$ cat config.mk
export PLATFORM = sky130hd
export DESIGN_NAME = uart_tx_fifo_flat
export DESIGN_NICKNAME = d
export VERILOG_FILES = /design/src/rtl/uart_tx_fifo_if.sv /design/src/rtl/uart_tx_fifo.sv /design/src/flat_wrapper.sv
export SDC_FILE = /design/constraint.sdc
export NUM_CORES = 1
export LEC_CHECK = 0
export ABC_AREA = 1
export CORE_UTILIZATION = 57
export DETAILED_ROUTE_END_ITERATION = 10
export PLACE_DENSITY_LB_ADDON = 0.2
export SYNTH_ARGS = -nofsm -noshare
export SYNTH_HDL_FRONTEND = slang
export SYNTH_SLANG_ARGS = --single-unit
$ cat constraint.sdc
create_clock -name clk -period 3.3 [get_ports clk]
set_clock_uncertainty 0.15 [all_clocks]
set_input_delay 0.495 -clock clk [delete_from_list [all_inputs] [get_ports clk]]
set_output_delay 0.495 -clock clk [all_outputs]
set_load 0.02 [all_outputs]
$ cat src/rtl/uart_tx_fifo_if.sv
// Register-file side bundle for the UART transmitter: push strobe, overflow clear, serial line and status.
interface uart_tx_fifo_if #(
  parameter int unsigned FIFO_DEPTH = 16
) ();
  localparam int unsigned LW = $clog2(FIFO_DEPTH) + 1;

  logic          wr_en;
  logic [7:0]    wr_data;
  logic          ovf_clr;
  logic          tx;
  logic          full;
  logic          empty;
  logic [LW-1:0] level;
  logic          busy;
  logic          ovf;

  modport master (
    output wr_en, wr_data, ovf_clr,
    input  tx, full, empty, level, busy, ovf
  );

  modport slave (
    input  wr_en, wr_data, ovf_clr,
    output tx, full, empty, level, busy, ovf
  );
endinterface

$ cat src/rtl/uart_tx_fifo.sv
// 8N1 UART transmitter fed by a small write FIFO; status flags are registered for software polling.
module uart_tx_fifo #(
  parameter int unsigned CLK_DIV    = 868,
  parameter int unsigned DIV_W      = 16,
  parameter int unsigned FIFO_DEPTH = 16
) (
  input  logic          clk,
  input  logic          rst,
  uart_tx_fifo_if.slave bus
);
  localparam int unsigned AW = $clog2(FIFO_DEPTH);
  localparam int unsigned PW = AW + 1;
  localparam int unsigned LW = AW + 1;
  localparam logic [DIV_W-1:0] BAUD_RELOAD = DIV_W'(CLK_DIV - 1);
  localparam logic [LW-1:0]    DEPTH_L     = LW'(FIFO_DEPTH);

  typedef enum logic [1:0] {IDLE, START, DATA, STOP} state_e;

  logic [7:0]       mem_q [FIFO_DEPTH];
  logic [PW-1:0]    wr_ptr_q, rd_ptr_q;
  logic [LW-1:0]    count_q, count_d;
  logic             full_q, empty_q;
  logic             ovf_q, ovf_d;
  logic             push_c, pop_c;
  logic [7:0]       head_c;

  state_e           state_q, state_d;
  logic [DIV_W-1:0] baud_q, baud_d;
  logic [2:0]       bit_q, bit_d;
  logic [7:0]       shift_q, shift_d;
  logic             tx_q, tx_d;
  logic             busy_q;

  // A full FIFO refuses the write even if a pop happens on the same edge.
  assign push_c = bus.wr_en && !full_q;
  assign head_c = mem_q[rd_ptr_q[AW-1:0]];

  // Byte count follows push/pop; simultaneous push and pop leave it unchanged.
  always_comb begin
    count_d = count_q;
    unique case ({push_c, pop_c})
      2'b10:   count_d = count_q + LW'(1);
      2'b01:   count_d = count_q - LW'(1);
      default: count_d = count_q;
    endcase
  end

  // Sticky overflow: a dropped write beats a clear in the same cycle.
  always_comb begin
    ovf_d = ovf_q;
    if (bus.wr_en && full_q) begin
      ovf_d = 1'b1;
    end else if (bus.ovf_clr) begin
      ovf_d = 1'b0;
    end
  end

  // Storage array; contents need no reset since the pointers define validity.
  always_ff @(posedge clk) begin
    if (push_c) begin
      mem_q[wr_ptr_q[AW-1:0]] <= bus.wr_data;
    end
  end

  // FIFO pointers, count and registered status flags.
  always_ff @(posedge clk or posedge rst) begin
    if (rst) begin
      wr_ptr_q <= '0;
      rd_ptr_q <= '0;
      count_q  <= '0;
      full_q   <= 1'b0;
      empty_q  <= 1'b1;
      ovf_q    <= 1'b0;
    end else begin
      if (push_c) begin
        wr_ptr_q <= wr_ptr_q + PW'(1);
      end
      if (pop_c) begin
        rd_ptr_q <= rd_ptr_q + PW'(1);
      end
      count_q <= count_d;
      full_q  <= (count_d == DEPTH_L);
      empty_q <= (count_d == '0);
      ovf_q   <= ovf_d;
    end
  end

  // Frame sequencer: next state, baud/bit counters, shift register, line level and pop request.
  always_comb begin
    state_d = state_q;
    baud_d  = baud_q;
    bit_d   = bit_q;
    shift_d = shift_q;
    tx_d    = tx_q;
    pop_c   = 1'b0;
    unique case (state_q)
      IDLE: begin
        if (!empty_q) begin
          pop_c   = 1'b1;
          shift_d = head_c;
          baud_d  = BAUD_RELOAD;
          state_d = START;
          tx_d    = 1'b0;
        end
      end
      START: begin
        if (baud_q == '0) begin
          state_d = DATA;
          bit_d   = 3'd0;
          baud_d  = BAUD_RELOAD;
          tx_d    = shift_q[0];
        end else begin
          baud_d = baud_q - DIV_W'(1);
        end
      end
      DATA: begin
        if (baud_q == '0) begin
          baud_d = BAUD_RELOAD;
          if (bit_q == 3'd7) begin
            state_d = STOP;
            tx_d    = 1'b1;
          end else begin
            bit_d   = bit_q + 3'd1;
            shift_d = {1'b0, shift_q[7:1]};
            tx_d    = shift_q[1];
          end
        end else begin
          baud_d = baud_q - DIV_W'(1);
        end
      end
      STOP: begin
        if (baud_q == '0) begin
          if (!empty_q) begin
            pop_c   = 1'b1;
            shift_d = head_c;
            baud_d  = BAUD_RELOAD;
            state_d = START;
            tx_d    = 1'b0;
          end else begin
            state_d = IDLE;
          end
        end else begin
          baud_d = baud_q - DIV_W'(1);
        end
      end
      default: begin
        state_d = IDLE;
        tx_d    = 1'b1;
      end
    endcase
  end

  // Sequencer registers; the line idles high and is forced high by reset.
  always_ff @(posedge clk or posedge rst) begin
    if (rst) begin
      state_q <= IDLE;
      baud_q  <= '0;
      bit_q   <= '0;
      shift_q <= '0;
      tx_q    <= 1'b1;
      busy_q  <= 1'b0;
    end else begin
      state_q <= state_d;
      baud_q  <= baud_d;
      bit_q   <= bit_d;
      shift_q <= shift_d;
      tx_q    <= tx_d;
      busy_q  <= (state_d != IDLE);
    end
  end

  assign bus.tx    = tx_q;
  assign bus.full  = full_q;
  assign bus.empty = empty_q;
  assign bus.level = count_q;
  assign bus.busy  = busy_q;
  assign bus.ovf   = ovf_q;
endmodule

$ cat src/flat_wrapper.sv
// flat-port wrapper written by rule: the top's interface ports become plain ports
module uart_tx_fifo_flat 
#(
  parameter int unsigned CLK_DIV    = 868,
  parameter int unsigned DIV_W      = 16,
  parameter int unsigned FIFO_DEPTH = 16
)
  (clk, rst, bus_wr_en, bus_wr_data, bus_ovf_clr, bus_tx, bus_full, bus_empty, bus_level, bus_busy, bus_ovf);
  uart_tx_fifo_if #(.FIFO_DEPTH(FIFO_DEPTH)) bus_i ();
  input  logic clk;
  input  logic rst;
  input wire logic [$bits(bus_i.wr_en)-1:0] bus_wr_en;
  input wire logic [$bits(bus_i.wr_data)-1:0] bus_wr_data;
  input wire logic [$bits(bus_i.ovf_clr)-1:0] bus_ovf_clr;
  output wire logic [$bits(bus_i.tx)-1:0] bus_tx;
  output wire logic [$bits(bus_i.full)-1:0] bus_full;
  output wire logic [$bits(bus_i.empty)-1:0] bus_empty;
  output wire logic [$bits(bus_i.level)-1:0] bus_level;
  output wire logic [$bits(bus_i.busy)-1:0] bus_busy;
  output wire logic [$bits(bus_i.ovf)-1:0] bus_ovf;
  assign bus_i.wr_en = bus_wr_en;
  assign bus_i.wr_data = bus_wr_data;
  assign bus_i.ovf_clr = bus_ovf_clr;
  assign bus_tx = bus_i.tx;
  assign bus_full = bus_i.full;
  assign bus_empty = bus_i.empty;
  assign bus_level = bus_i.level;
  assign bus_busy = bus_i.busy;
  assign bus_ovf = bus_i.ovf;
  uart_tx_fifo #(.CLK_DIV(CLK_DIV), .DIV_W(DIV_W), .FIFO_DEPTH(FIFO_DEPTH)) u_core (.clk(clk), .rst(rst), .bus(bus_i));
endmodule
==> flow_summary_export.csv, run 1 <==
group,metric,value,unit
clocking,cts_tree,"built",
synthesis,synth_edf_count,128,
final_layout,multi_input_area,0.00247,mm2
detailed_routing,drc,0,
synthesis,synthesis.area,0.00781,mm2
final_layout,area_growth_syn_to_layout,13.9,%
floorplanning,die-area,0.0142,mm2
final_layout,diodes,0,
grt,overflow,0,
power_and_ir_drop,cellPowerDensity,912,mW/mm2
floorplanning,num_rows,42,
place,place_hpwl,11500,um
power_and_ir_drop,totalPowerFinal,8.11,mW
power_and_ir_drop,total_leakage_power,3.38,nW
setup_path,worstSetupPathType,"reg2reg",
flow_run,drv_cap,0,
timing,final-setup-viol-count,0,
clocking,cts_buffers,17,
clocking,cts_htree_levels,4,
grt,grt_usage,26.0,%
synthesis,syn_avg_cell_area,11.3,um2
detailed_routing,drt_iter0_drc,675,
synthesis,synth_ff_type,"edfxtp_1",
grt,grt_max_degree,68,
final_layout,regArea,0.00502,mm2
final_layout,fin_util,66.9,%
final_layout,n_fill_cell,941,
detailed_routing,routed-via-count,5484,
timing,worst_pin_slew,0.761,ns
hold_path,min_path_type,"in2async",
floorplanning,die-width,119,um
clocking,cts_buffer_depth,2,
clocking,clock_latency,0.43,ns
timing,min_period,2.90,ns
synthesis,synthTopCellsByArea,"edfxtp_1 49%, dfrtp_1 14%, nand2_1 4.7%",
synthesis,synth_top_area_share,49.2,%
run_status,status,"completed",
clocking,clkTransAtPathRegs,0.06,ns
synthesis,ys_types,51,
timing,relSlewSlack,49.1,%
timing,rsz0062_at_grt,"no",
synthesis,yosys_warnings,0,
place,gp_congestion,0.835,
synthesis,synth_fp_nets,720,
floorplanning,design.core.area,0.0133,mm2
grt,grt_pass1_wl,27500,um
timing,hold_violations,0,
synthesis,ys_seq_elements,175,
grt,first_global_vias,5322,
grt,antenna_found_initial,0,
detailed_routing,wl_per_cell,19.0,um
power_and_ir_drop,ir_worst_vdd,0.698,mV
place,portBuffers,21,
setup_path,crit_fanout,7,
synthesis,yosys.area.top_type,"edfxtp_1",
synthesis,async_flop_share,26.9,%
floorplanning,die_h,119,um
clocking,cts_root_buf,"clkbuf_16",
timing,fin_crit_sh,87.8,%
detailed_routing,vias_per_cell,5.99,
floorplanning,io_pins,22,
clocking,cts_hold_buf,0,
clocking,cts_resized,0,
setup_path,cp-end-kind,"flop",
final_layout,nNetsFinal,756,
detailed_routing,antenna_left,0,
floorplanning,initial_core_util,58.8,%
timing,finalMaxSlewViolations,0,
clocking,postCtsSetupRepairBufs,0,
timing,max_freq,0.345,GHz
timing,tns,0,ns
clocking,cts.sinks,175,
detailed_routing,drt_wl_total,17400,um
final_layout,drive_gt1_share,12.9,%
setup_path,cp.arrival,3.10,ns
setup_path,crit_required,3.51,ns
setup_path,start_kind,"flop",
synthesis,synth_cells,691,
synthesis,synth_seq_area_share,64.3,%
detailed_routing,drtPass1Iterations,5,
-- per-layer routing --
| layer | track usage (%) | up-vias | part of all wire [%] |
|---|---|---|---|
| met5 | 0 | - | 0 |
| met1 | 35.0 | 2636 | 42 |
| met4 | 10.0 | 0 | 1.8 |
| li1 | - | 2540 | - |
| met2 | 41.3 | 272 | 48 |
| met3 | 5.70 | 36 | 7.4 |
-- layout make-up --
type / count / area share (%)
Sequential cell: 175 / 56.5
Multi-Input combinational cell: 439 / 27.7
Clock inverter: 14 / 2.03
Clock buffer: 17 / 4.78
Tap cell: 176 / 2.48
Timing Repair Buffer: 42 / 4.14
Inverter: 52 / 2.36
-- worst paths after layout --
check                                              start                       endpoint  slack, ns  cells after the start
min in group clk           u_core.shift_q[4]$_DFFE_PP0P_  u_core.shift_q[4]$_DFFE_PP0P_       0.34                      2
min reg2reg                u_core.shift_q[4]$_DFFE_PP0P_  u_core.shift_q[4]$_DFFE_PP0P_       0.34                      2
max in group asynchronous                            rst      u_core.bus.tx$_DFFE_PP1P_       2.15                      3
max                          u_core.state_q[0]$_DFF_PP0_     u_core.bus.empty$_DFF_PP1_       0.40                     12
max reg2reg                  u_core.state_q[0]$_DFF_PP0_     u_core.bus.empty$_DFF_PP1_       0.40                     12
min                                                  rst     u_core.baud_q[2]$_DFF_PP0_       0.24                      2
-- worst max-delay path, stage by stage (launching register included) --
cell,delay (ns)
dfrtp_1,0.42
inv_1,0.12
ha_1,0.44
nor2_4,0.24
nand2_1,0.12
inv_1,0.15
ha_1,0.32
o21ai_0,0.19
inv_1,0.07
or2_2,0.28
nor2_2,0.12
nand3_2,0.09
nor2_1,0.12
-- report_power, final --
group	internal [mW]	switching [mW]
logic	0.991	1.97
clock network	1.20	0.859
registers	2.77	0.324
total	4.96	3.15
-- placed cells by master (no fill, tap or decap), types with 6 or more instances in the layout --
cell type / netlist / routed
a221oi_1: 7 / 7
a21oi_1: 42 / 42
nand2_1: 98 / 98
inv_1: 44 / 43
clkdlybuf4s50_1: 0 / 21
o221ai_1: 7 / 7
buf_4: 0 / 21
inv_2: 5 / 6
ha_1: 17 / 17
xor2_1: 8 / 8
o21ai_1: 17 / 17
nor3_1: 6 / 6
nor2_1: 71 / 71
nand4_1: 13 / 13
edfxtp_1: 128 / 128
nand2_2: 8 / 8
clkbuf_16: 0 / 17
dfrtp_1: 45 / 44
o21ai_0: 48 / 48
nand3_1: 27 / 27
o22ai_1: 14 / 14
-- stage by stage --
stage          worst slack, ns  cell area, um2  hold slack [ns]  std cells
3_5_place_dp             0.317            8290            0.329        884
4_1_cts                  0.418            8890            0.247        915
5_1_grt                  0.189            8890            0.300        915
2_1_floorplan            0.777            7810            0.299        691
6_report                 0.404            8890            0.241        915
3_3_place_gp             0.369            8290            0.321        884
-- cells in the mapped netlist, types with 4 or more instances --
| cell | count |
|---|---|
| o221ai_1 | 7 |
| nor2_1 | 71 |
| nor2_4 | 5 |
| buf_2 | 7 |
| dfrtp_1 | 45 |
| nand4_1 | 13 |
| xor2_1 | 8 |
| nand3_1 | 27 |
| clkbuf_1 | 17 |
| o21ai_0 | 48 |
| edfxtp_1 | 128 |
| nand2_2 | 8 |
| a21oi_1 | 42 |
| nor2_2 | 5 |
| inv_2 | 5 |
| o22ai_1 | 14 |
| o31ai_1 | 4 |
| ha_1 | 17 |
| nand2_4 | 4 |
| inv_1 | 44 |
| nand2_1 | 98 |
| nor3_1 | 6 |
| a221oi_1 | 7 |
| o21ai_1 | 17 |
-- flip-flops by register name, indices dropped and copies added, names as in the netlist --
register	cells
u_core.bus.empty	1
u_core.bus.tx	1
u_core.bus.level	5
u_core.bit_q	3
u_core.rd_ptr_q	4
u_core.baud_q	16
u_core.bus.busy	1
u_core.shift_q	8
u_core.wr_ptr_q	4
u_core.bus.ovf	1
u_core.state_q	2
u_core.bus.full	1
u_core.mem_q	128
-- logic make-up (layout without fill, tap and decap cells) --
kind of cell / count (synthesis) / in the layout / synth area share, %
AOI/OAI and AO/OA: 160 / 160 / 12.1
and+or+nand+nor: 251 / 251 / 15.5
xor gates and xnor gates: 11 / 11 / 1.23
adders and majority gates: 17 / 17 / 2.72
DFF: 175 / 175 / 64.3
buffers and inverters: 77 / 125 / 4.13
(Power assumes the default switching activity.)
==> run 2: changes to the inputs <==
--- a/config.mk
+++ b/config.mk
@@ -8,6 +8,7 @@
 export ABC_AREA = 1
 export CORE_UTILIZATION = 57
 export DETAILED_ROUTE_END_ITERATION = 10
+export MAX_ROUTING_LAYER = met4
 export PLACE_DENSITY_LB_ADDON = 0.2
 export SYNTH_ARGS = -nofsm -noshare
 export SYNTH_HDL_FRONTEND = slang
==> run 2 against run 1 <==
Against the previous run:
- register-to-register slack about the same
- setup slack better by 0.0025 ns
- critical path type unchanged
- global-route usage up 0.70 points
- largest cell class unchanged
- combinational power about the same
- first-iteration DRC count down 12%
- fmax about the same
==> flow_summary_export.csv, run 2 (synthesis gave the netlist of run 1 again) <==
group,metric,value,unit
setup_path,r2r_cells,12,
setup_path,crit_fanout,7,
floorplanning,die_h,119,um
grt,grt_usage,26.6,%
timing,worst_pin_slew,0.738,ns
hold_path,min_path_type,"in2async",
final_layout,final_cells,915,
floorplanning,design.core.area,0.0133,mm2
detailed_routing,drtPass1Iterations,8,
timing,min_period,2.89,ns
place,place_hpwl,11500,um
final_layout,final_common_cell,"edfxtp_1",
place,gp_congestion,0.848,
clocking,clock_latency,0.43,ns
final_layout,n_fill_cell,941,
timing,max_freq,0.346,GHz
final_layout,drive_gt1_share,12.9,%
grt,first_global_vias,5314,
timing,fin_crit_sh,87.7,%
clocking,cts_tree,"built",
clocking,cts.sinks,175,
power_and_ir_drop,cellPowerDensity,912,mW/mm2
power_and_ir_drop,total_leakage_power,3.38,nW
flow_run,drv_cap,0,
detailed_routing,antenna_left,0,
clocking,cts_root_buf,"clkbuf_16",
final_layout,largest_reg_flops,128,
place,portBuffers,21,
clocking,clkTransAtPathRegs,0.06,ns
final_layout,diodes,0,
clocking,postCtsSetupRepairBufs,0,
run_status,status,"completed",
timing,rsz0062_at_grt,"no",
timing,finalMaxSlewViolations,0,
setup_path,r2r_start,"u_core.state_q[0]$_DFF_PP0_",
floorplanning,io_pins,22,
final_layout,nNetsFinal,756,
setup_path,start_kind,"flop",
timing,final-setup-viol-count,0,
setup_path,r2r_end,"u_core.bus.empty$_DFF_PP1_",
power_and_ir_drop,ir_worst_vdd,0.701,mV
clocking,cts_buffer_depth,2,
detailed_routing,vias_per_cell,5.95,
grt,grt_max_degree,68,
clocking,cts_htree_levels,4,
setup_path,r2r_slack,0.41,ns
setup_path,worstSetupPathType,"reg2reg",
timing,relSlewSlack,50.6,%
grt,grt_pass1_wl,27500,um
timing,tns,0,ns
setup_path,crit_required,3.51,ns
floorplanning,num_rows,42,
detailed_routing,drc,0,
clocking,cts_hold_buf,0,
floorplanning,initial_core_util,58.8,%
final_layout,area_growth_syn_to_layout,13.9,%
floorplanning,die-width,119,um
clocking,cts_resized,0,
detailed_routing,drt_wl_total,17200,um
setup_path,cp-end-kind,"flop",
grt,overflow,0,
detailed_routing,routed-via-count,5444,
timing,hold_violations,0,
place,placed_cells,884,
floorplanning,die-area,0.0142,mm2
clocking,cts_buffers,17,
setup_path,cp.arrival,3.10,ns
grt,antenna_found_initial,0,
final_layout,final_cell_mix,"128 x edfxtp_1, 98 x nand2_1, 71 x nor2_1",
detailed_routing,wl_per_cell,18.8,um
detailed_routing,drt_iter0_drc,591,
[run 2: cell counts in the layout (fill, tap and decap cells not counted)]
Identical to the previous run, type by type.
[run 2: worst max-delay path: stages (launching register included)]
cell     delay, ns
dfrtp_1       0.42
inv_1         0.12
ha_1          0.44
nor2_4        0.23
nand2_1       0.12
inv_1         0.15
ha_1          0.32
o21ai_0       0.19
inv_1         0.07
or2_2         0.28
nor2_2        0.12
nand3_2       0.09
nor2_1        0.12
[run 2: area by class of cell]
type	count	area (um2)	area share [%]
well taps	176	220	2.48
flip-flops and latches	175	5020	56.5
clock inverters	14	180	2.03
clock buffers	17	425	4.78
multi-input cells	439	2470	27.7
inverters	52	210	2.36
repair buffers	42	368	4.14
[run 2: how the worst max path moves through the flow]
stage	cells past startpoint	end	startpoint
finish	12	u_core.bus.empty$_DFF_PP1_	u_core.state_q[0]$_DFF_PP0_
global route	12	u_core.bus.empty$_DFF_PP1_	u_core.state_q[0]$_DFF_PP0_
CTS	12	u_core.bus.empty$_DFF_PP1_	u_core.state_q[0]$_DFF_PP0_
detailed placement	14	u_core.bus.empty$_DFF_PP1_	bus_wr_en
global placement	14	u_core.bus.full$_DFF_PP0_	bus_wr_en
floorplan	12	u_core.bus.full$_DFF_PP0_	u_core.state_q[0]$_DFF_PP0_
[run 2: through the flow]
stage	power, mW	util (%)	instance area (um2)	worst slack, ns	hold WS (ns)
2_1_floorplan	5.11	-	7810	0.777	0.299
3_3_place_gp	5.92	62.3	8290	0.369	0.321
3_5_place_dp	6.03	62.3	8290	0.317	0.329
4_1_cts	8.10	66.9	8890	0.418	0.247
5_1_grt	8.54	66.9	8890	0.190	0.303
6_report	8.11	66.9	8890	0.407	0.238
[run 2: layer usage]
layer	part of all wire, %	track usage (%)	routed length [um]
met1	43	35.1	7390
met2	48	41.1	8330
met3	6.9	5.41	1200
met4	1.8	10.0	302
met5	0	-	0
[run 2: where the power goes]
part           internal, mW  switching [mW]
registers              2.77           0.324
clock network          1.20           0.864
logic                 0.991            1.96
==> run 3: changes to the inputs <==
--- a/config.mk
+++ b/config.mk
@@ -6,7 +6,7 @@
 export NUM_CORES = 1
 export LEC_CHECK = 0
 export ABC_AREA = 1
-export CORE_UTILIZATION = 57
+export CORE_UTILIZATION = 60
 export DETAILED_ROUTE_END_ITERATION = 10
 export MAX_ROUTING_LAYER = met4
 export PLACE_DENSITY_LB_ADDON = 0.2
==> run 3 against run 2 <==
Against the previous run:
- setup slack improved by 0.086 ns
- sequential power barely moved
- final area fell by 0.32%
- sequential cell count did not move
- worst hold slack improved by 0.047 ns
- largest power group unchanged
- combinational power fell by 2%
- count of clock-buffer cells in the layout did not move
- via count rose by 0.53%
- first-iteration DRC count rose by 12%
- core utilization rose by 3.1 points
==> flow_summary_export.csv, run 3 (synthesis gave the netlist of run 1 again) <==
group,metric,value,unit
setup_path,r2r_start,"u_core.state_q[0]$_DFF_PP0_",
setup_path,crit_required,3.52,ns
power_and_ir_drop,cellPowerDensity,912,mW/mm2
grt,grt_usage,28.9,%
setup_path,crit_top_cell,"inv_1",
timing,max_freq,0.356,GHz
timing,hold_violations,0,
power_and_ir_drop,ir_worst_vdd,0.543,mV
detailed_routing,drc,0,
grt,overflow,0,
setup_path,max_stage_delay,0.43,ns
clocking,cts_buffers,17,
clocking,cts_buffer_depth,2,
place,place_hpwl,11700,um
setup_path,worstSetupPathType,"reg2reg",
detailed_routing,wl_per_cell,19.4,um
timing,finalMaxSlewViolations,0,
setup_path,crit_fanout,7,
clocking,postCtsSetupRepairBufs,0,
floorplanning,io_pins,22,
final_layout,drive_gt1_share,11.8,%
detailed_routing,routed-via-count,5473,
timing,tns,0,ns
final_layout,largest_reg_flops,128,
place,portBuffers,21,
final_layout,nNetsFinal,751,
power_and_ir_drop,total_leakage_power,3.36,nW
setup_path,start_kind,"flop",
run_status,status,"completed",
detailed_routing,antenna_left,0,
final_layout,final_cell_mix,"128 x edfxtp_1, 98 x nand2_1, 71 x nor2_1",
clocking,clkTransAtPathRegs,0.07,ns
detailed_routing,drt_wl_total,17600,um
detailed_routing,vias_per_cell,6.03,
floorplanning,initial_core_util,61.7,%
timing,rsz0062_at_grt,"no",
clocking,cts.sinks,175,
floorplanning,design.core.area,0.0127,mm2
clocking,clock_latency,0.43,ns
grt,antenna_found_initial,0,
clocking,cts_htree_levels,4,
detailed_routing,drtPass1Iterations,6,
floorplanning,die-area,0.0135,mm2
setup_path,slowest_stage,"dfrtp_1",
final_layout,diodes,0,
grt,grt_max_degree,47,
timing,worst_pin_slew,0.725,ns
timing,final-setup-viol-count,0,
detailed_routing,drt_iter0_drc,664,
grt,grt_pass1_wl,27400,um
setup_path,cp-end-kind,"flop",
setup_path,cp.arrival,3.02,ns
setup_path,r2r_end,"u_core.bus.empty$_DFF_PP1_",
timing,min_period,2.81,ns
floorplanning,die_h,116,um
timing,fin_crit_sh,85.1,%
clocking,cts_hold_buf,0,
floorplanning,die-width,116,um
hold_path,min_path_type,"in2async",
setup_path,r2r_slack,0.49,ns
clocking,cts_root_buf,"clkbuf_16",
floorplanning,num_rows,41,
place,gp_congestion,0.883,
clocking,cts_resized,0,
clocking,cts_tree,"built",
final_layout,area_growth_syn_to_layout,13.5,%
setup_path,crit_path_cell_trace,"inv_1, ha_1, nor2_4, nand2_1, inv_1, ha_1, o21ai_0, inv_1, or2_2, nor2_2, nand3_2, nor2_1",
final_layout,final_common_cell,"edfxtp_1",
timing,relSlewSlack,51.5,%
grt,first_global_vias,5286,
flow_run,drv_cap,0,
setup_path,r2r_cells,12,
power_and_ir_drop,totalPowerFinal,8.08,mW
## run 3: cell types whose count changed in the layout (fill, tap and decap cells not counted)
cell      delta
buf_4        -6
clkinv_4     -1
buf_12       +1
inv_6        -2
clkinv_2     -2
clkinv_1     +4
inv_8        +2
## run 3: critical path, delay by kind of cell, from the launching register on
family          cells  cell delay [ns]
flops               1             0.43
compound gates      1             0.18
fa+ha+maj           2             0.75
buf+inv             3             0.33
simple gates        6             0.91
## run 3: per-stage QoR
stage | setup WS, ns | util [%] | hold WS (ns) | cell area [um2] | cells
after floorplan | 0.777 | - | 0.299 | 7810 | 691
after global placement | 0.373 | 65.2 | 0.320 | 8260 | 875
after detailed placement | 0.337 | 65.2 | 0.323 | 8260 | 875
after CTS | 0.470 | 70.0 | 0.297 | 8870 | 907
after global routing | 0.264 | 70.0 | 0.346 | 8870 | 907
final | 0.493 | 70.0 | 0.285 | 8870 | 907
## run 3: layout make-up
cell class / count / area, um2
sequential: 175 / 5020
fill: 898 / 3800
multi-input combinational: 439 / 2470
clock buffer: 17 / 425
timing repair buffer: 37 / 343
tap: 172 / 215
inverter: 52 / 210
clock inverter: 15 / 181
## run 3: where the power goes
part,total (mW),switching [mW],internal (mW)
Combinational,2.90,1.92,0.982
Sequential,3.12,0.351,2.77
Clock,2.06,0.855,1.20
## run 3: worst max path at each step
stage                                 from                         end  slack [ns]  cells after the start
2_1_floorplan  u_core.state_q[0]$_DFF_PP0_   u_core.bus.full$_DFF_PP0_        0.78                     12
3_3_place_gp                     bus_wr_en   u_core.bus.full$_DFF_PP0_        0.37                     14
3_5_place_dp                     bus_wr_en   u_core.bus.full$_DFF_PP0_        0.34                     14
4_1_cts        u_core.state_q[0]$_DFF_PP0_  u_core.bus.empty$_DFF_PP1_        0.47                     12
5_1_grt        u_core.state_q[1]$_DFF_PP0_  u_core.bus.empty$_DFF_PP1_        0.26                     12
6_report       u_core.state_q[0]$_DFF_PP0_  u_core.bus.empty$_DFF_PP1_        0.49                     12
## run 3: metal layers
layer,wire length [um],part of all wire [%],track usage [%]
met4,430,2.4,11.3
met1,7270,41,37.5
met5,0,0,-
met3,1400,8.0,7.16
met2,8480,48,44.3
